===== config.mk =====
export PLATFORM = sky130hd
export DESIGN_NAME = mem_arbiter_flat
export DESIGN_NICKNAME = d
export VERILOG_FILES = /design/src/rtl/mem_arbiter_if.sv /design/src/rtl/mem_arbiter.sv /design/src/flat_wrapper.sv
export SDC_FILE = /design/constraint.sdc
export NUM_CORES = 1
export LEC_CHECK = 0
export BUFFER_PORTS_ARGS = -buffer_cell sky130_fd_sc_hd__buf_4
export CAP_MARGIN = 30
export CORE_UTILIZATION = 41
export DETAILED_ROUTE_END_ITERATION = 6
export PLACE_DENSITY = 0.75
export SLEW_MARGIN = 0
export SYNTH_ARGS = -nofsm -noshare
export SYNTH_HDL_FRONTEND = slang
export SYNTH_SLANG_ARGS = --single-unit

===== constraint.sdc =====
create_clock -name clk -period 1.6 [get_ports clk]
set_input_delay 0.16 -clock clk [delete_from_list [all_inputs] [get_ports clk]]
set_output_delay 0.16 -clock clk [all_outputs]
set_load 0.02 [all_outputs]

===== src/rtl/mem_arbiter_if.sv =====
// mem_arbiter_if: bundles the fetch port, the load/store port and the
// shared memory port of the two-requester memory arbiter.
// slave  - the arbiter's view (requests in, acks/memory access out)
// master - the view of the surroundings (requesters and memory model)
interface mem_arbiter_if #(
    parameter int ADDR_W = 32,
    parameter int DATA_W = 32
);
    // Instruction-fetch requester
    logic              if_req;
    logic [ADDR_W-1:0] if_addr;
    logic              if_ack;
    logic [DATA_W-1:0] if_rdata;
    logic              if_err;

    // Load/store requester
    logic              d_req;
    logic              d_we;
    logic [ADDR_W-1:0] d_addr;
    logic [DATA_W-1:0] d_wdata;
    logic              d_ack;
    logic [DATA_W-1:0] d_rdata;
    logic              d_err;

    // Shared single-ported memory
    logic              mem_req;
    logic              mem_we;
    logic [ADDR_W-1:0] mem_addr;
    logic [DATA_W-1:0] mem_wdata;
    logic [DATA_W-1:0] mem_rdata;
    logic              mem_ready;

    modport slave (
        input  if_req, if_addr,
        output if_ack, if_rdata, if_err,
        input  d_req, d_we, d_addr, d_wdata,
        output d_ack, d_rdata, d_err,
        output mem_req, mem_we, mem_addr, mem_wdata,
        input  mem_rdata, mem_ready
    );

    modport master (
        output if_req, if_addr,
        input  if_ack, if_rdata, if_err,
        output d_req, d_we, d_addr, d_wdata,
        input  d_ack, d_rdata, d_err,
        input  mem_req, mem_we, mem_addr, mem_wdata,
        output mem_rdata, mem_ready
    );
endinterface


===== src/rtl/mem_arbiter.sv =====
// mem_arbiter: shares one single-ported memory between the instruction-fetch
// and load/store paths. Ties are broken round-robin; each transaction runs
// IDLE -> BUSY (mem_req held until mem_ready) -> RESP (one-cycle ack).
// All outputs are registered; rst is asynchronous and active-low.
// Optional build macro MEMARB_TIMEOUT_EN: abort a BUSY wait after TIMEOUT
// cycles and return the ack with err set. Without it, BUSY waits forever
// and if_err / d_err are constant 0.
module mem_arbiter #(
    parameter int ADDR_W  = 32,
    parameter int DATA_W  = 32,
    parameter int TIMEOUT = 16
) (
    input  logic          clk,
    input  logic          rst,
    mem_arbiter_if.slave  bus,
    output logic          busy
);

    typedef enum logic [1:0] {
        IDLE = 2'd0,
        BUSY = 2'd1,
        RESP = 2'd2
    } stateType;

    // The wait counter must be able to reach TIMEOUT-1 from zero.
    generate
        if (TIMEOUT < 2) begin : gTimeoutTooSmall
            $error("mem_arbiter: TIMEOUT must be >= 2");
        end
    endgenerate

    stateType          stateReg;
    logic              lastGrantD;   // 1 = data was granted most recently
    logic              grantD;       // requester owning the current transaction
    logic              memReqReg;
    logic              memWeReg;
    logic [ADDR_W-1:0] memAddrReg;
    logic [DATA_W-1:0] memWdataReg;
    logic              ifAckReg;
    logic              dAckReg;
    logic [DATA_W-1:0] ifRdataReg;
    logic [DATA_W-1:0] dRdataReg;
    logic              busyReg;

`ifdef MEMARB_TIMEOUT_EN
    localparam int CNT_W = $clog2(TIMEOUT) + 1;
    logic [CNT_W-1:0]  waitCnt;
    logic              ifErrReg;
    logic              dErrReg;
`endif

    // Data wins when it is the only requester, or on a tie when fetch went last.
    logic pickD;
    assign pickD = bus.d_req && (!bus.if_req || !lastGrantD);

    // Arbitration FSM: grant, hold the memory access, then pulse the ack.
    always_ff @(posedge clk or negedge rst) begin
        if (!rst) begin
            stateReg    <= IDLE;
            lastGrantD  <= 1'b0;
            grantD      <= 1'b0;
            memReqReg   <= 1'b0;
            memWeReg    <= 1'b0;
            memAddrReg  <= '0;
            memWdataReg <= '0;
            ifAckReg    <= 1'b0;
            dAckReg     <= 1'b0;
            ifRdataReg  <= '0;
            dRdataReg   <= '0;
            busyReg     <= 1'b0;
`ifdef MEMARB_TIMEOUT_EN
            waitCnt     <= '0;
            ifErrReg    <= 1'b0;
            dErrReg     <= 1'b0;
`endif
        end else begin
            case (stateReg)
                IDLE: begin
                    if (bus.if_req || bus.d_req) begin
                        grantD      <= pickD;
                        lastGrantD  <= pickD;
                        memReqReg   <= 1'b1;
                        memWeReg    <= pickD ? bus.d_we : 1'b0;
                        memAddrReg  <= pickD ? bus.d_addr : bus.if_addr;
                        memWdataReg <= pickD ? bus.d_wdata : '0;
                        busyReg     <= 1'b1;
                        stateReg    <= BUSY;
`ifdef MEMARB_TIMEOUT_EN
                        waitCnt     <= '0;
`endif
                    end
                end

                BUSY: begin
                    if (bus.mem_ready) begin
                        memReqReg <= 1'b0;
                        if (grantD) begin
                            dRdataReg <= bus.mem_rdata;
                            dAckReg   <= 1'b1;
                        end else begin
                            ifRdataReg <= bus.mem_rdata;
                            ifAckReg   <= 1'b1;
                        end
                        stateReg <= RESP;
                    end
`ifdef MEMARB_TIMEOUT_EN
                    else if (waitCnt == CNT_W'(TIMEOUT - 1)) begin
                        // Memory never answered: complete with err and zero data.
                        memReqReg <= 1'b0;
                        if (grantD) begin
                            dRdataReg <= '0;
                            dAckReg   <= 1'b1;
                            dErrReg   <= 1'b1;
                        end else begin
                            ifRdataReg <= '0;
                            ifAckReg   <= 1'b1;
                            ifErrReg   <= 1'b1;
                        end
                        stateReg <= RESP;
                    end else begin
                        waitCnt <= waitCnt + 1'b1;
                    end
`endif
                end

                RESP: begin
                    // Ack lasts one cycle; requests are not looked at here.
                    ifAckReg <= 1'b0;
                    dAckReg  <= 1'b0;
                    memWeReg <= 1'b0;
                    busyReg  <= 1'b0;
                    stateReg <= IDLE;
`ifdef MEMARB_TIMEOUT_EN
                    ifErrReg <= 1'b0;
                    dErrReg  <= 1'b0;
`endif
                end

                default: begin
                    stateReg <= IDLE;
                end
            endcase
        end
    end

    assign bus.mem_req   = memReqReg;
    assign bus.mem_we    = memWeReg;
    assign bus.mem_addr  = memAddrReg;
    assign bus.mem_wdata = memWdataReg;
    assign bus.if_ack    = ifAckReg;
    assign bus.d_ack     = dAckReg;
    assign bus.if_rdata  = ifRdataReg;
    assign bus.d_rdata   = dRdataReg;
    assign busy          = busyReg;

`ifdef MEMARB_TIMEOUT_EN
    assign bus.if_err = ifErrReg;
    assign bus.d_err  = dErrReg;
`else
    assign bus.if_err = 1'b0;
    assign bus.d_err  = 1'b0;
`endif

endmodule

===== src/flat_wrapper.sv =====
// flat-port wrapper written by rule: the top's interface ports become plain ports
module mem_arbiter_flat 
#(
    parameter int ADDR_W  = 32,
    parameter int DATA_W  = 32,
    parameter int TIMEOUT = 16
)
  (clk, rst, busy, bus_if_req, bus_if_addr, bus_if_ack, bus_if_rdata, bus_if_err, bus_d_req, bus_d_we, bus_d_addr, bus_d_wdata, bus_d_ack, bus_d_rdata, bus_d_err, bus_mem_req, bus_mem_we, bus_mem_addr, bus_mem_wdata, bus_mem_rdata, bus_mem_ready);
  mem_arbiter_if #(.ADDR_W(ADDR_W), .DATA_W(DATA_W)) bus_i ();
  input  logic clk;
  input  logic rst;
  output logic busy;
  input wire logic [$bits(bus_i.if_req)-1:0] bus_if_req;
  input wire logic [$bits(bus_i.if_addr)-1:0] bus_if_addr;
  output wire logic [$bits(bus_i.if_ack)-1:0] bus_if_ack;
  output wire logic [$bits(bus_i.if_rdata)-1:0] bus_if_rdata;
  output wire logic [$bits(bus_i.if_err)-1:0] bus_if_err;
  input wire logic [$bits(bus_i.d_req)-1:0] bus_d_req;
  input wire logic [$bits(bus_i.d_we)-1:0] bus_d_we;
  input wire logic [$bits(bus_i.d_addr)-1:0] bus_d_addr;
  input wire logic [$bits(bus_i.d_wdata)-1:0] bus_d_wdata;
  output wire logic [$bits(bus_i.d_ack)-1:0] bus_d_ack;
  output wire logic [$bits(bus_i.d_rdata)-1:0] bus_d_rdata;
  output wire logic [$bits(bus_i.d_err)-1:0] bus_d_err;
  output wire logic [$bits(bus_i.mem_req)-1:0] bus_mem_req;
  output wire logic [$bits(bus_i.mem_we)-1:0] bus_mem_we;
  output wire logic [$bits(bus_i.mem_addr)-1:0] bus_mem_addr;
  output wire logic [$bits(bus_i.mem_wdata)-1:0] bus_mem_wdata;
  input wire logic [$bits(bus_i.mem_rdata)-1:0] bus_mem_rdata;
  input wire logic [$bits(bus_i.mem_ready)-1:0] bus_mem_ready;
  assign bus_i.if_req = bus_if_req;
  assign bus_i.if_addr = bus_if_addr;
  assign bus_if_ack = bus_i.if_ack;
  assign bus_if_rdata = bus_i.if_rdata;
  assign bus_if_err = bus_i.if_err;
  assign bus_i.d_req = bus_d_req;
  assign bus_i.d_we = bus_d_we;
  assign bus_i.d_addr = bus_d_addr;
  assign bus_i.d_wdata = bus_d_wdata;
  assign bus_d_ack = bus_i.d_ack;
  assign bus_d_rdata = bus_i.d_rdata;
  assign bus_d_err = bus_i.d_err;
  assign bus_mem_req = bus_i.mem_req;
  assign bus_mem_we = bus_i.mem_we;
  assign bus_mem_addr = bus_i.mem_addr;
  assign bus_mem_wdata = bus_i.mem_wdata;
  assign bus_i.mem_rdata = bus_mem_rdata;
  assign bus_i.mem_ready = bus_mem_ready;
  mem_arbiter #(.ADDR_W(ADDR_W), .DATA_W(DATA_W), .TIMEOUT(TIMEOUT)) u_core (.clk(clk), .rst(rst), .bus(bus_i), .busy(busy));
endmodule

==> Yosys cells after proc, flatten, opt, wreduce, memory -nomap -nowiden <==
Index checks and enable logic that the tools add are counted.
{ "word_totals": {"ff_bits": 136, "inputBits": 134, "elab_cells": 53} }
{ "op_classes": {"eq_ne": 6, "n_mux": 18, "bitwise": 1, "reduce_logical": 17} }
{ "op_table": {"columns": ["cell", "count"], "rows": [
  ["two-way mux 32 bit", 2],
  ["AND reduction 3 bit", 5],
  ["case mux 1 bit (2 select lines)", 5],
  ["two-way mux 1 bit", 8],
  ["AND reduction 2 bit", 3],
  ["nonzero test 2 bit", 3],
  ["two-way mux 2 bit", 2],
  ["inequality test 2 x 1 -> 1 bit, second input constant", 2],
  ["inequality test 2 bit, second input constant", 2],
  ["case mux 2 bit (2 select lines)", 1],
  ["equality test 2 x 1 -> 1 bit, second input constant", 1],
  ["equality test 2 bit, second input constant", 1],
  ["zero test 1 bit", 2],
  ["zero test 2 bit", 1],
  ["logical OR 1 bit", 2],
  ["logical AND 1 bit", 1],
  ["inverter 1 bit", 1]
]} }

==> Logic depth before layout (Yosys ltp) <==
{ "logic_depth": {"word_depth": 6, "mapped_depth": 6} }

==> Least setup slack after synthesis <==
Ideal clock, no wire load.
{ "synth_path": {"kind": "reg2reg", "startpoint": "register u_core.lastGrantD", "endpoint": "register u_core.memAddrReg[10] (netlist: u_core.bus.mem_addr[10])", "t_arrival_ns": 1.382, "t_required_ns": 1.475, "setup_slack_ns": 0.094, "path_stages_with_launch": 6, "n_path_buf": 2, "synth_period_minus_slack_ns": 1.506, "path_cell_list": "dfrtp_1 a21bo_1 buf_6 buf_6 mux2_1 mux2_2"} }
{ "synth_via": {"elab_chain_cells": 4} }
{ "synth_rtl": {"columns": ["item", "line", "source"], "rows": [
  ["start, declared", "mem_arbiter.sv:33", "logic lastGrantD;"],
  ["start signal, assigned", "mem_arbiter.sv:81", "lastGrantD <= pickD;"],
  ["zero test 1 bit", "mem_arbiter.sv:54", "assign pickD = bus.d_req && (!bus.if_req || !lastGrantD);"],
  ["logical OR 1 bit", "mem_arbiter.sv:54", null],
  ["logical AND 1 bit", "mem_arbiter.sv:54", null],
  ["two-way mux 32 bit", "mem_arbiter.sv:84", "memAddrReg <= pickD ? bus.d_addr : bus.if_addr;"],
  ["end signal, assigned", "mem_arbiter.sv:84", null],
  ["end, declared", "mem_arbiter.sv:37", "logic [ADDR_W-1:0] memAddrReg;"]
]} }
No other way between the ends.
A chain may end at the register's enable or synchronous reset.

==> Worst setup path after layout <==
{ "layout_path": {"startpoint": "register u_core.stateReg[1]", "endpoint": "register u_core.ifRdataReg[15] (netlist: u_core.bus.if_rdata[15])"} }
{ "layout_via": {"elab_chain_cells": 2} }
{ "layout_rtl": {"columns": ["item", "line", "source"], "rows": [
  ["start, declared", "mem_arbiter.sv:32", "stateType stateReg;"],
  ["start signal, assigned", "mem_arbiter.sv:59", "stateReg <= IDLE;"],
  ["start signal, assigned", "mem_arbiter.sv:87", "stateReg <= BUSY;"],
  ["start signal, assigned", "mem_arbiter.sv:104", "stateReg <= RESP;"],
  ["equality test 2 x 1 -> 1 bit", "mem_arbiter.sv:77", "case (stateReg)"],
  ["AND reduction 3 bit (no source line)", null, null],
  ["end signal, assigned", "mem_arbiter.sv:101", "ifRdataReg <= bus.mem_rdata;"],
  ["end, declared", "mem_arbiter.sv:41", "logic [DATA_W-1:0] ifRdataReg;"]
]} }
No other way between the ends.

==> impl_metrics.py <==
metrics = {
    "min_path": {
        "hp-start": "bus_d_addr[28]",
        "hp-class": "in -> reg",
        "holdPathStages": 3,
        "hold_end": "u_core.bus.mem_addr[28]",
    },
    "synth": {
        "synth_ff_type": "dfrtp_1",
        "ys_seq_elements": 136,
        "syn_area_per_cell_um2": 15.9,
        "ys_warn_count": 0,
        "synth_edf_count": 0,
        "ys_seq_area_share_pct": 62.7,
        "synth_top_area_share_pct": 62.7,
        "synth.distinct_cells": 24,
        "yosys-top-cells-count": "dfrtp_1 (136), mux2_2 (113), a22o_1 (32), mux2_1 (15), buf_2 (9)",
        "synth_top_area_cell": "dfrtp_1",
        "syn_area_mm2": 0.00543,
        "ys_top_cells_by_area": "dfrtp_1 (63%), mux2_2 (23%), a22o_1 (5.2%), mux2_1 (3.1%), buf_6 (1.5%)",
        "syn_inst": 342,
        "yosysMostFrequentCell": "dfrtp_1",
        "synth_async_sr_flop_share_pct": 100,
    },
    "worst_setup_path": {
        "critPathSlowestCell": "dfrtp_1",
        "cp.arrival_ns": 1.82,
        "rr_worst_depth": 4,
        "crit_path_max_fanout": 10,
        "cp_num_buf_inv": 1,
        "crit_path_start_kind": "flop",
        "endpoint_kind": "flop",
        "worstPathRequired_ns": 1.89,
        "regToRegEndpoint": "u_core.bus.if_rdata[15]",
        "crit_type": "reg -> reg",
        "cpPeakStageDelay_ns": 0.39,
        "worstReg2RegStart": "u_core.stateReg[1]",
        "r2r_slack_ns": 0.07,
        "crit_chain": "nand3b_1, nor2_4, buf_4, mux2_2",
        "critical_path.top_delay_family": "simple AND/OR/NAND/NOR gates",
        "startpoint": "u_core.stateReg[1]",
    },
    "routing": {
        "wl_per_cell_um": 17.6,
        "via_per_inst": 4.85,
        "dr.pass1.iters": 5,
        "first_iter_violations": 113,
        "num_vias": 4232,
        "postRouteAntennaNets": 0,
        "remaining_drc_errors": 0,
        "drt_wl_total_mm": 15.3,
    },
    "clock_network": {
        "clock_latency_ns": 0.41,
        "cts_num_sinks": 136,
        "cts.path.max_buffers": 2,
        "cts_root_buffer": "clkbuf_16",
        "cts_made_buffers": 17,
        "clkSlewWorstSetupHoldPaths_ns": 0.06,
        "cts_tree": "built",
        "htreeDepth": 4,
    },
    "timing": {
        "fin_crit_sh_pct": 95.6,
        "post-route-min-period_ns": 1.53,
        "hold_violations": 0,
        "skew_ns": 0.00629,
        "setup_slack_ns": 0.0698,
        "setup_viol": 0,
        "clock.fmax_mhz": 654,
        "drv_slew": 0,
    },
    "grt": {
        "grt_start_max_net_pins": 63,
        "globalRouteOverflowTotal": 0,
        "grt_pass1_wl_mm": 22.7,
        "grt_usage_pct": 22.7,
        "grt_pass1_vias": 4388,
        "antenna_found_initial": 0,
    },
    "placement": {
        "dp_slack_ns": 0.0248,
        "gp_congestion": 0.738,
        "dpl.hpwl_mm": 10.1,
        "dpl-instance-area_mm2": 0.00768,
        "io_buffers": 266,
    },
    "run_status": {
        "status": "finished clean",
    },
    "run": {
        "max-cap-violations": 0,
    },
    "die": {
        "fp.dieArea_mm2": 0.0137,
        "die_h_um": 117,
        "rows": 41,
        "core_mm2": 0.0128,
        "initial_core_util_pct": 42.5,
        "pin_count": 269,
        "die_w_um": 117,
    },
    "cells_and_area": {
        "area_growth_pct": 66.2,
        "n_fill_cell": 888,
        "diodes": 0,
        "drive_above_1_share_pct": 61.0,
        "fin_util_pct": 70.6,
        "final_nets": 821,
        "final_area_mm2": 0.00902,
    },
    "power": {
        "powerDensity_mw_per_mm2": 2140,
        "cellLeakagePower_nw": 4.36,
        "ir_worst_vdd_mv": 1.33,
    },
}
-- power by group --
part	internal [W]	switching [W]
Sequential	0.00521	0.000999
Clock	0.00284	0.00139
Combinational	0.00444	0.00442
-- cells in the final DEF, fill, tap and decap left out, types with 5 or more instances in the layout --
| cell | instances |
|---|---|
| dlygate4sd3_1 | 66 |
| a22o_1 | 32 |
| mux2_1 | 15 |
| clkbuf_1 | 5 |
| clkbuf_16 | 18 |
| dfrtp_1 | 136 |
| buf_12 | 7 |
| bufinv_16 | 5 |
| buf_4 | 273 |
| nand2_1 | 6 |
| mux2_2 | 113 |
-- cell families (layout without fill, tap and decap cells) --
kind of cell / after synthesis / count (layout) / share of synthesized area, %
buffers and inverters: 24 / 381 / 3.18
flip-flops: 136 / 136 / 62.7
multiplexers: 128 / 128 / 26.5
AND/OR/NAND/NOR: 15 / 15 / 1.54
AO/OA/AOI/OAI: 38 / 38 / 5.99
other: 1 / 2 / 0.0691
-- worst max path at each step --
stage,end,cells past startpoint
final,u_core.bus.if_rdata[15],4
after global routing,u_core.bus.if_rdata[15],4
after CTS,u_core.bus.mem_addr[2],3
after detailed placement,u_core.bus.mem_addr[2],3
after global placement,u_core.bus.mem_addr[19],3
after floorplan,u_core.bus.mem_addr[10],5
-- per-layer routing --
metal	wire length [um]	global-route usage, %	up-vias
met5	0	0	-
met4	432	11.8	0
met3	1270	7.52	37
met2	7810	39.5	216
met1	5820	24.7	2053
li1	-	-	1926
-- sequential cells by signal (all words and copies together) (netlist names) --
| signal | flops |
|---|---|
| u_core.lastGrantD | 1 |
| u_core.stateReg | 2 |
| u_core.bus.if_ack | 1 |
| u_core.bus.d_rdata | 32 |
| u_core.bus.mem_req | 1 |
| u_core.bus.mem_addr | 32 |
| u_core.bus.mem_we | 1 |
| u_core.bus.mem_wdata | 32 |
| u_core.bus.if_rdata | 32 |
| u_core.bus.d_ack | 1 |
| u_core.busy | 1 |
-- final cells by class --
| type | count | area [um2] | share of cell area, % |
|---|---|---|---|
| Sequential cell | 136 | 3400 | 37.7 |
| Timing Repair Buffer | 348 | 2890 | 32.0 |
| Multi-Input combinational cell | 183 | 1870 | 20.8 |
| Clock buffer | 24 | 472 | 5.23 |
| Tap cell | 172 | 215 | 2.39 |
| Clock inverter | 8 | 168 | 1.86 |
| Inverter | 1 | 3.75 | 0.0416 |
-- worst register-to-register path, delay by kind of cell, from the launching register on --
| family | cells | cell delay, ns |
|---|---|---|
| DFF | 1 | 0.39 |
| muxes | 1 | 0.36 |
| buffers and inverters | 1 | 0.21 |
| and+or+nand+nor | 2 | 0.46 |
-- metrics by stage --
step	total power, W	hold WS (ns)	setup TNS [ns]	std cells
CTS	0.0193	0.0697	0	870
global route	0.0202	0.0930	-0.00100	872
detailed placement	0.0149	0.0798	0	772
finish	0.0193	0.0907	0	872
floorplan	0.0109	-0.136	0	343
global placement	0.0146	0.0708	0	772
-- timing repair --
item                                    CTS  global route
endpoints found under the setup margin    0            40
hold endpoints to repair                174             0
gates resized for setup                   0             2
hold buffers                             66             0
buffers inserted                          0             1
Note: power is estimated with default switching activity, not from simulation.
